--- src/rtl/spike_neo_detector.sv ---
// Nonlinear energy operator spike detector: psi = x[n-1]^2 - x[n]*x[n-2] on offset-binary samples,
// thresholded with a refractory window and a saturating detection counter.
module spike_neo_detector #(
  parameter int BITSIZE    = 16,
  parameter int REFRAC_LEN = 32,
  parameter int CNT_WIDTH  = 16
) (
  input  logic                      CLK,
  input  logic                      nRST,
  input  logic                      EN,
  input  logic [BITSIZE-1:0]        DATA_IN,
  input  logic                      DATA_VALID,
  input  logic [2*BITSIZE-1:0]      THRESHOLD,
  output logic signed [2*BITSIZE:0] NEO_OUT,
  output logic                      NEO_VALID,
  output logic                      SPIKE_FLAG,
  output logic [CNT_WIDTH-1:0]      SPIKE_CNT,
  output logic                      BUSY
);

  // state   | meaning
  // IDLE    | block disabled or just enabled
  // WARMUP  | collecting the first three samples
  // ARMED   | detection active
  // REFRACT | detections ignored until REFRAC_LEN NEO samples pass
  typedef enum logic [1:0] {IDLE, WARMUP, ARMED, REFRACT} state_t;

  localparam int RW = $clog2(REFRAC_LEN + 1);

  state_t state_q, state_d;
  logic dv_q, accept, v0, v1, detect, rcnt_tc, load_rcnt, dec_rcnt;
  logic [1:0] fill;
  logic [RW-1:0] rcnt;
  logic signed [BITSIZE-1:0] x_in, x0, x1, x2;
  logic signed [2*BITSIZE-1:0] x0_e, x1_e, x2_e, pa, pb;

  assign accept = EN & DATA_VALID & ~dv_q;
  assign x_in   = {~DATA_IN[BITSIZE-1], DATA_IN[BITSIZE-2:0]};
  assign x0_e   = {{BITSIZE{x0[BITSIZE-1]}}, x0};
  assign x1_e   = {{BITSIZE{x1[BITSIZE-1]}}, x1};
  assign x2_e   = {{BITSIZE{x2[BITSIZE-1]}}, x2};

  always_ff @(posedge CLK or negedge nRST) begin
    if (!nRST) dv_q <= 1'b0;
    else       dv_q <= DATA_VALID;
  end

  // Three-stage pipeline: window shift, products, difference.
  always_ff @(posedge CLK or negedge nRST) begin
    if (!nRST) begin
      x0 <= '0; x1 <= '0; x2 <= '0; fill <= '0;
      v0 <= 1'b0; v1 <= 1'b0; pa <= '0; pb <= '0;
      NEO_OUT <= '0; NEO_VALID <= 1'b0;
    end else if (!EN) begin
      x0 <= '0; x1 <= '0; x2 <= '0; fill <= '0;
      v0 <= 1'b0; v1 <= 1'b0; pa <= '0; pb <= '0;
      NEO_OUT <= '0; NEO_VALID <= 1'b0;
    end else begin
      if (accept) begin
        x2 <= x1;
        x1 <= x0;
        x0 <= x_in;
        fill <= (fill == 2'd3) ? 2'd3 : fill + 2'd1;
      end
      v0 <= accept && (fill >= 2'd2);
      pa <= x1_e * x1_e;
      pb <= x0_e * x2_e;
      v1 <= v0;
      NEO_VALID <= v1;
      if (v1) NEO_OUT <= {pa[2*BITSIZE-1], pa} - {pb[2*BITSIZE-1], pb};
    end
  end

  assign detect  = NEO_VALID && EN && (NEO_OUT > $signed({1'b0, THRESHOLD}));
  assign rcnt_tc = (rcnt == RW'(1));

  always_comb begin
    state_d    = state_q;
    SPIKE_FLAG = 1'b0;
    load_rcnt  = 1'b0;
    dec_rcnt   = 1'b0;
    if (!EN) begin
      state_d = IDLE;
    end else begin
      case (state_q)
        IDLE:    state_d = WARMUP;
        WARMUP:  if (fill == 2'd3) state_d = ARMED;
        ARMED: begin
          if (detect) begin
            SPIKE_FLAG = 1'b1;
            load_rcnt  = 1'b1;
            state_d    = REFRACT;
          end
        end
        REFRACT: begin
          if (NEO_VALID) begin
            dec_rcnt = 1'b1;
            if (rcnt_tc) state_d = ARMED;
          end
        end
        default: state_d = IDLE;
      endcase
    end
  end

  always_ff @(posedge CLK or negedge nRST) begin
    if (!nRST) begin
      state_q   <= IDLE;
      rcnt      <= '0;
      SPIKE_CNT <= '0;
    end else begin
      state_q <= state_d;
      if (!EN)            rcnt <= '0;
      else if (load_rcnt) rcnt <= RW'(REFRAC_LEN);
      else if (dec_rcnt)  rcnt <= rcnt - RW'(1);
      // Counter survives EN=0; only reset clears it.
      if (SPIKE_FLAG && (SPIKE_CNT != '1)) SPIKE_CNT <= SPIKE_CNT + CNT_WIDTH'(1);
    end
  end

  assign BUSY = (state_q == REFRACT);

endmodule

--- config.mk ---
export PLATFORM = sky130hd
export DESIGN_NAME = spike_neo_detector
export DESIGN_NICKNAME = d
export VERILOG_FILES = /design/src/rtl/spike_neo_detector.sv
export SDC_FILE = /design/constraint.sdc
export NUM_CORES = 2
export LEC_CHECK = 0
export ABC_AREA = 1
export CORE_UTILIZATION = 53
export DETAILED_ROUTE_END_ITERATION = 7
export PLACE_DENSITY = 0.71
export SYNTH_ARGS = -nofsm -noshare
export SYNTH_HDL_FRONTEND = slang
export SYNTH_SLANG_ARGS = --single-unit
--- constraint.sdc ---
create_clock -name CLK -period 8.2 [get_ports CLK]
set_input_delay 0.82 -clock CLK [delete_from_list [all_inputs] [get_ports CLK]]
set_output_delay 0.82 -clock CLK [all_outputs]
set_load 0.005 [all_outputs]
After elaboration in Yosys (flattened, before gate mapping). Cells that the tools add are included.

Register bits after elaboration: 175. Latch bits: 0. Memory bits (writable): 0. Memory bits (read-only): 0. Input port bits: 52. Output and inout bits: 52. Logic and storage cells: 76. Memories: 0.

Add/sub/neg operators: 4. Multipliers: 2. Div/mod/pow operators: 0. $lt $le $gt $ge: 2. Equal/unequal tests: 13. Shifts and indexed selects: 0. Multiplexer cells: 31. Bitwise logic cells: 4. Reductions and logical operators: 6.

Operators with widths (number): $mux W16 (6); $mux W33 (2); $mul A16 B16 Y32 (2); $mux W32 (2); $gt A33 B33 Y1 (1); $sub A32 B32 Y33 (1); $mux W6 (3); $add A16 B1 Y16 const B (1); $mux W2 (8); $ne A16 B16 Y1 const B (1); $mux W1 (9); $ne A3 B3 Y1 const B (3); $pmux W2 S4 (1); $eq A2 B2 Y1 const B (3); $eq A6 B1 Y1 const B (1); $sub A6 B1 Y6 const B (1); $logic_and A1 B1 Y1 (4); $ne A2 B1 Y1 const B (2); $reduce_and A4 Y1 (1); $ne A3 B1 Y1 const B (1); $ne A3 B2 Y1 const B (1); $add A2 B1 Y2 const B (1); $and A1 B1 Y1 (2); $eq A2 B1 Y1 const B (1); 3 further kinds (4).

Longest topological paths before layout.
Depth in word-level cells: 7. Depth in mapped cells: 26. Depth with buffers taken out: 25.

Worst setup path before layout. No wires, ideal clock.

Path type: reg-to-reg. Start point: register x1[1]. End point: register pa[29]. Setup time: 0.132 ns. Arrival time: 5.573 ns. Required time: 8.068 ns. Slack: 2.495 ns. Cell stages (with the launch flop): 21. Path buffers: 2. Cells stage by stage: dfrtp_1 > clkbuf_1 > clkbuf_1 > nand2_1 > inv_1 > fa_1 > fa_1 > fa_1 > fa_1 > fa_1 > inv_1 > fa_1 > inv_1 > ha_1 > nand2_1 > nor2_1 > nand2_1 > or2_2 > nand3_1 > xor2_1 > nor2_1.

Longest elaborated chain between the ends: 2.

Ends and longest elaborated chain: start: declaration (RTL line 34) `logic signed [BITSIZE-1:0] x_in, x0, x1, x2;`; start signal: assignment (RTL line 51) `x0 <= '0; x1 <= '0; x2 <= '0; fill <= '0;`; start signal: assignment (RTL line 55) `x0 <= '0; x1 <= '0; x2 <= '0; fill <= '0;`; start signal: assignment (RTL line 61) `x1 <= x0;`; $mul A16 B16 Y32 (RTL line 66) `pa <= x1_e * x1_e;`; $mux W32 (RTL line 54) `end else if (!EN) begin`; end signal: assignment (RTL line 66); end: declaration (RTL line 35) `logic signed [2*BITSIZE-1:0] x0_e, x1_e, x2_e, pa, pb;`.

No other way between the ends. A chain may end at the register's enable or synchronous reset.

Worst setup path in the final report.
Start point: register x0[15]. End point: register pb[27].

Longest elaborated chain between the ends: 2.

Ends and longest elaborated chain: start: declaration (RTL line 34); start signal: assignment (RTL line 62) `x0 <= x_in;`; $mul A16 B16 Y32 (RTL line 67) `pb <= x0_e * x2_e;`; $mux W32 (RTL line 54); end signal: assignment (RTL line 67); end: declaration (RTL line 35).

No other way between the ends.

==> metrics.txt <==
# TYPE chip_impl_metric gauge
chip_impl_info{name="result_of_the_run",value="finished, final reports clean"} 1
chip_impl_metric{name="dp_hpwl",unit="mm"} 59.4
chip_impl_metric{name="initial_core_util",unit="%"} 53.8
chip_impl_metric{name="timing_max_transition_violations_final",unit=""} 0
chip_impl_info{name="worst_path_dominant_cell_family",value="adder cells"} 1
chip_impl_metric{name="fin_hold_ws",unit="ps"} 368
chip_impl_metric{name="timing.fmax",unit="GHz"} 0.157
chip_impl_metric{name="timing.final.hold_violations",unit=""} 0
chip_impl_metric{name="vias_per_cell",unit=""} 5.16
chip_impl_info{name="critPathMostFrequentCell",value="fa_1"} 1
chip_impl_info{name="worst_setup_path_start_kind",value="flop"} 1
chip_impl_metric{name="first_global_vias",unit=""} 23205
chip_impl_info{name="crit_path_start",value="x0[15]"} 1
chip_impl_metric{name="synthesis.area_per_instance",unit="sq um"} 7.90
chip_impl_metric{name="port_buffers",unit=""} 103
chip_impl_info{name="layout.cells.most_common",value="inv_1"} 1
chip_impl_info{name="reg2reg_from",value="x0[15]"} 1
chip_impl_metric{name="cts_htree_levels",unit=""} 4
chip_impl_info{name="cts-root-buf",value="clkbuf_16"} 1
chip_impl_metric{name="stage_delay_of_the_slowest_cell_on_the_critical_path",unit="ps"} 920
chip_impl_info{name="crit_slowest_cell",value="fa_1"} 1
chip_impl_metric{name="cp_max_fo",unit=""} 17
chip_impl_metric{name="cts.path.max_buffers",unit=""} 2
chip_impl_metric{name="grt_antenna_before_repair",unit=""} 0
chip_impl_metric{name="postLayoutCoreUtil",unit="%"} 57.7
chip_impl_metric{name="filler_cell_count",unit=""} 4958
chip_impl_metric{name="design_area",unit="sq um"} 31100
chip_impl_metric{name="synth_nets",unit=""} 4462
chip_impl_metric{name="peakVddDrop",unit="uV"} 163
chip_impl_metric{name="number_of_antenna_violating_nets_in_the_routed_design",unit=""} 0
chip_impl_metric{name="clkTransAtPathRegs",unit="ps"} 80
chip_impl_metric{name="globalRouteTotalUtil",unit="%"} 27.1
chip_impl_metric{name="dr.pass1.iters",unit=""} 6
chip_impl_metric{name="worst_slew_pin_slew",unit="ps"} 1060
chip_impl_metric{name="num_vias",unit=""} 22672
chip_impl_metric{name="worst-endpoint-required",unit="ps"} 8610
chip_impl_metric{name="synthesis.yosys.warnings",unit=""} 0
chip_impl_info{name="reg2reg_to",value="pb[27]"} 1
chip_impl_metric{name="grt_remaining_overflow",unit=""} 0
chip_impl_metric{name="final.min_clock_period",unit="ps"} 6390
chip_impl_metric{name="gpl.final_weighted_congestion",unit=""} 0.963
chip_impl_metric{name="synth_area",unit="sq um"} 29000
chip_impl_metric{name="dieArea",unit="sq um"} 55700
chip_impl_metric{name="cts_buffers",unit=""} 17
chip_impl_metric{name="largest_net_degree_at_the_start_of_global_routing",unit=""} 81
chip_impl_metric{name="max_cap_violations",unit=""} 0
chip_impl_metric{name="yosys.area.top_type_share",unit="%"} 34.2
chip_impl_metric{name="diodes",unit=""} 0
chip_impl_metric{name="share_of_synthesized_area_occupied_by_flip_flops_and_latches",unit="%"} 15.0
chip_impl_metric{name="finClkSkew",unit="ps"} 13.9
chip_impl_metric{name="reg2regPathDepth",unit=""} 20
chip_impl_metric{name="grt_pass1_wl",unit="mm"} 119
chip_impl_metric{name="first_iter_violations",unit=""} 1642
chip_impl_info{name="yosys.area.top_type",value="fa_1"} 1
chip_impl_info{name="min-delay-path-class",value="input pin to asynchronous set/reset pin"} 1
chip_impl_info{name="worst-setup-path-type",value="flop to flop"} 1
chip_impl_metric{name="insertion_delay",unit="ps"} 480
chip_impl_metric{name="maxSlewHeadroom",unit="%"} 29.3
chip_impl_metric{name="synth_async_sr_flop_share",unit="%"} 100
chip_impl_metric{name="synth-edff-count",unit=""} 0
chip_impl_metric{name="final_nets",unit=""} 4472
chip_impl_metric{name="drt-wirelength-per-cell",unit="microns"} 16.3
chip_impl_metric{name="yosys_register_bits",unit=""} 174
chip_impl_metric{name="placement_rows",unit=""} 85
chip_impl_metric{name="post-cts-setup-buffers",unit=""} 0
chip_impl_metric{name="yosys.cell_types.count",unit=""} 43
chip_impl_metric{name="post_route_cells_drive_above_1_share",unit="%"} 1.57
chip_impl_info{name="worst_path_cell_chain",value="nand2_1 > inv_1 > fa_1 > fa_1 > fa_1 > fa_1 > fa_1 > inv_1 > fa_1 > inv_1 > ha_1 > a21oi_1 > o21ai_0 > a21oi_1 > nand3_1 > nand2_1 > nand2_1 > nand2_1 > nand2_1 > nor2_1"} 1
chip_impl_info{name="endpoint_kind",value="flop"} 1
chip_impl_metric{name="clkSinkCount",unit=""} 174
chip_impl_metric{name="postPlaceCellArea",unit="sq um"} 30500
chip_impl_metric{name="pwr_density_cell",unit="nW/um^2"} 69.4
chip_impl_info{name="synth_area_leaders",value="fa_1, dfrtp_1, inv_1"} 1
chip_impl_metric{name="total_power",unit="mW"} 2.16
chip_impl_info{name="grt_setup_unrepaired",value="false"} 1
chip_impl_metric{name="fin_tns_setup",unit="ps"} 0
chip_impl_metric{name="post-route-drc-count",unit=""} 0
chip_impl_metric{name="cts.hold.buffers_added",unit=""} 0
chip_impl_metric{name="critical_path_buf_inv_count",unit=""} 3
chip_impl_metric{name="flow.area_growth_from_synthesis",unit="%"} 7.31
chip_impl_info{name="tritoncts_clock_tree",value="yes"} 1
chip_impl_metric{name="reg2reg_slack",unit="ps"} 1810
chip_impl_info{name="setup.worst_path.end",value="pb[27]"} 1
chip_impl_metric{name="drt-total-wl",unit="mm"} 71.5
chip_impl_metric{name="cts-resized-gates",unit=""} 0
chip_impl_metric{name="core_area",unit="sq um"} 53900
chip_impl_metric{name="p_leak",unit="nW"} 18.5
chip_impl_metric{name="die_height",unit="microns"} 236
chip_impl_info{name="postSynth.topFlopCell",value="dfrtp_1"} 1
chip_impl_metric{name="synthCells",unit=""} 3674
chip_impl_metric{name="report.final.setup_viol",unit=""} 0
chip_impl_metric{name="critical_path_arrival",unit="ps"} 6790
chip_impl_metric{name="crit_path_cell_count",unit=""} 20
chip_impl_metric{name="boundaryPins",unit=""} 104
chip_impl_metric{name="timing.final.crit_share",unit="%"} 77.9
chip_impl_info{name="layout_common_cells",value="inv_1, nand2_1, fa_1, ha_1, nor2_1"} 1
chip_impl_metric{name="dieWidth",unit="microns"} 236
==> synth_stat cells, drive strengths merged, types with 5 or more instances <==
cell    number
a31oi        8
nor3        23
o22ai       19
a21oi      156
nand3       89
nor4         7
inv       1010
nor2       224
nand4       26
xor2        38
fa         496
a21o        20
or2          6
o211ai       7
clkbuf     111
xnor2       34
nand2      794
ha         240
buf         11
o21ai      139
dfrtp      174
o21bai      16
a21boi       5
==> worst register-to-register path, stage by stage (launching register included) <==
cell and delay [ps]:
dfrtp_1 760, nand2_1 220, inv_1 180, fa_1 550, fa_1 920, fa_1 530, fa_1 510, fa_1 500
inv_1 50, fa_1 470, inv_1 40, ha_1 350, a21oi_1 300, o21ai_0 140, a21oi_1 220, nand3_1 200
nand2_1 100, nand2_1 60, nand2_1 60, nand2_1 50, nor2_1 120
==> stage by stage <==
| step | cells | setup WS, ps |
|---|---|---|
| 2_1_floorplan | 3674 | 2500 |
| 3_3_place_gp | 4361 | 1990 |
| 3_5_place_dp | 4361 | 1860 |
| 4_1_cts | 4393 | 1850 |
| 5_1_grt | 4393 | 1460 |
| 6_report | 4393 | 1810 |
==> flip-flops by register name, summed over array words and instances (netlist names) <==
signal and flops:
SPIKE_CNT 16, state_q 2, x2 16, dv_q 1, fill 2, x0 16, NEO_OUT 33, x1 16
rcnt 6, pa 31, v0 1, v1 1, NEO_VALID 1, pb 32
==> layer usage <==
layer	routed length (microns)	part of all wire, %	vias up	GRT usage (%)
met4	1720	2.4	0	6.87
met1	32000	45	11084	37.8
met3	3800	5.3	99	3.41
li1	-	-	10861	-
met2	33900	47	628	44.8
met5	0	0	-	0
==> cell type report <==
cell class                 count  area [sq um]  area share, %
clock inverter                15           205          0.659
timing repair buffer         113          1100           3.54
sequential                   174          4350           14.0
multi-input combinational   2367         20400           65.5
inverter                    1011          3790           12.2
clock buffer                  17           425           1.37
tap                          696           871           2.80
==> where the power goes <==
part           internal [mW]  leakage [nW]  switching [mW]
clock                  0.423         0.300           0.453
sequential             0.872          2.41          0.0505
combinational          0.130          15.8           0.231
total                   1.43          18.5           0.735
==> cell families after synthesis <==
logic type / Yosys count / share of synthesized area, %
AO/OA/AOI/OAI: 382 / 7.25
XOR/XNOR: 72 / 2.17
adder cells (fa/ha/maj): 736 / 44.6
buffers and inverters: 1133 / 14.8
flip-flops: 174 / 15.0
AND/OR/NAND/NOR: 1177 / 16.2
==> worst min-delay path by stage <==
stage          slack (ps)           to  from  cells after the start
3_5_place_dp          420           v1    v0                      2
6_report              370  NEO_OUT[31]  nRST                      1
4_1_cts               400  NEO_OUT[31]  nRST                      1
2_1_floorplan         410           v1    v0                      2
3_3_place_gp          420           v1    v0                      2
5_1_grt               440  NEO_OUT[31]  nRST                      1
No activity file was read; power rests on OpenSTA's default activity.
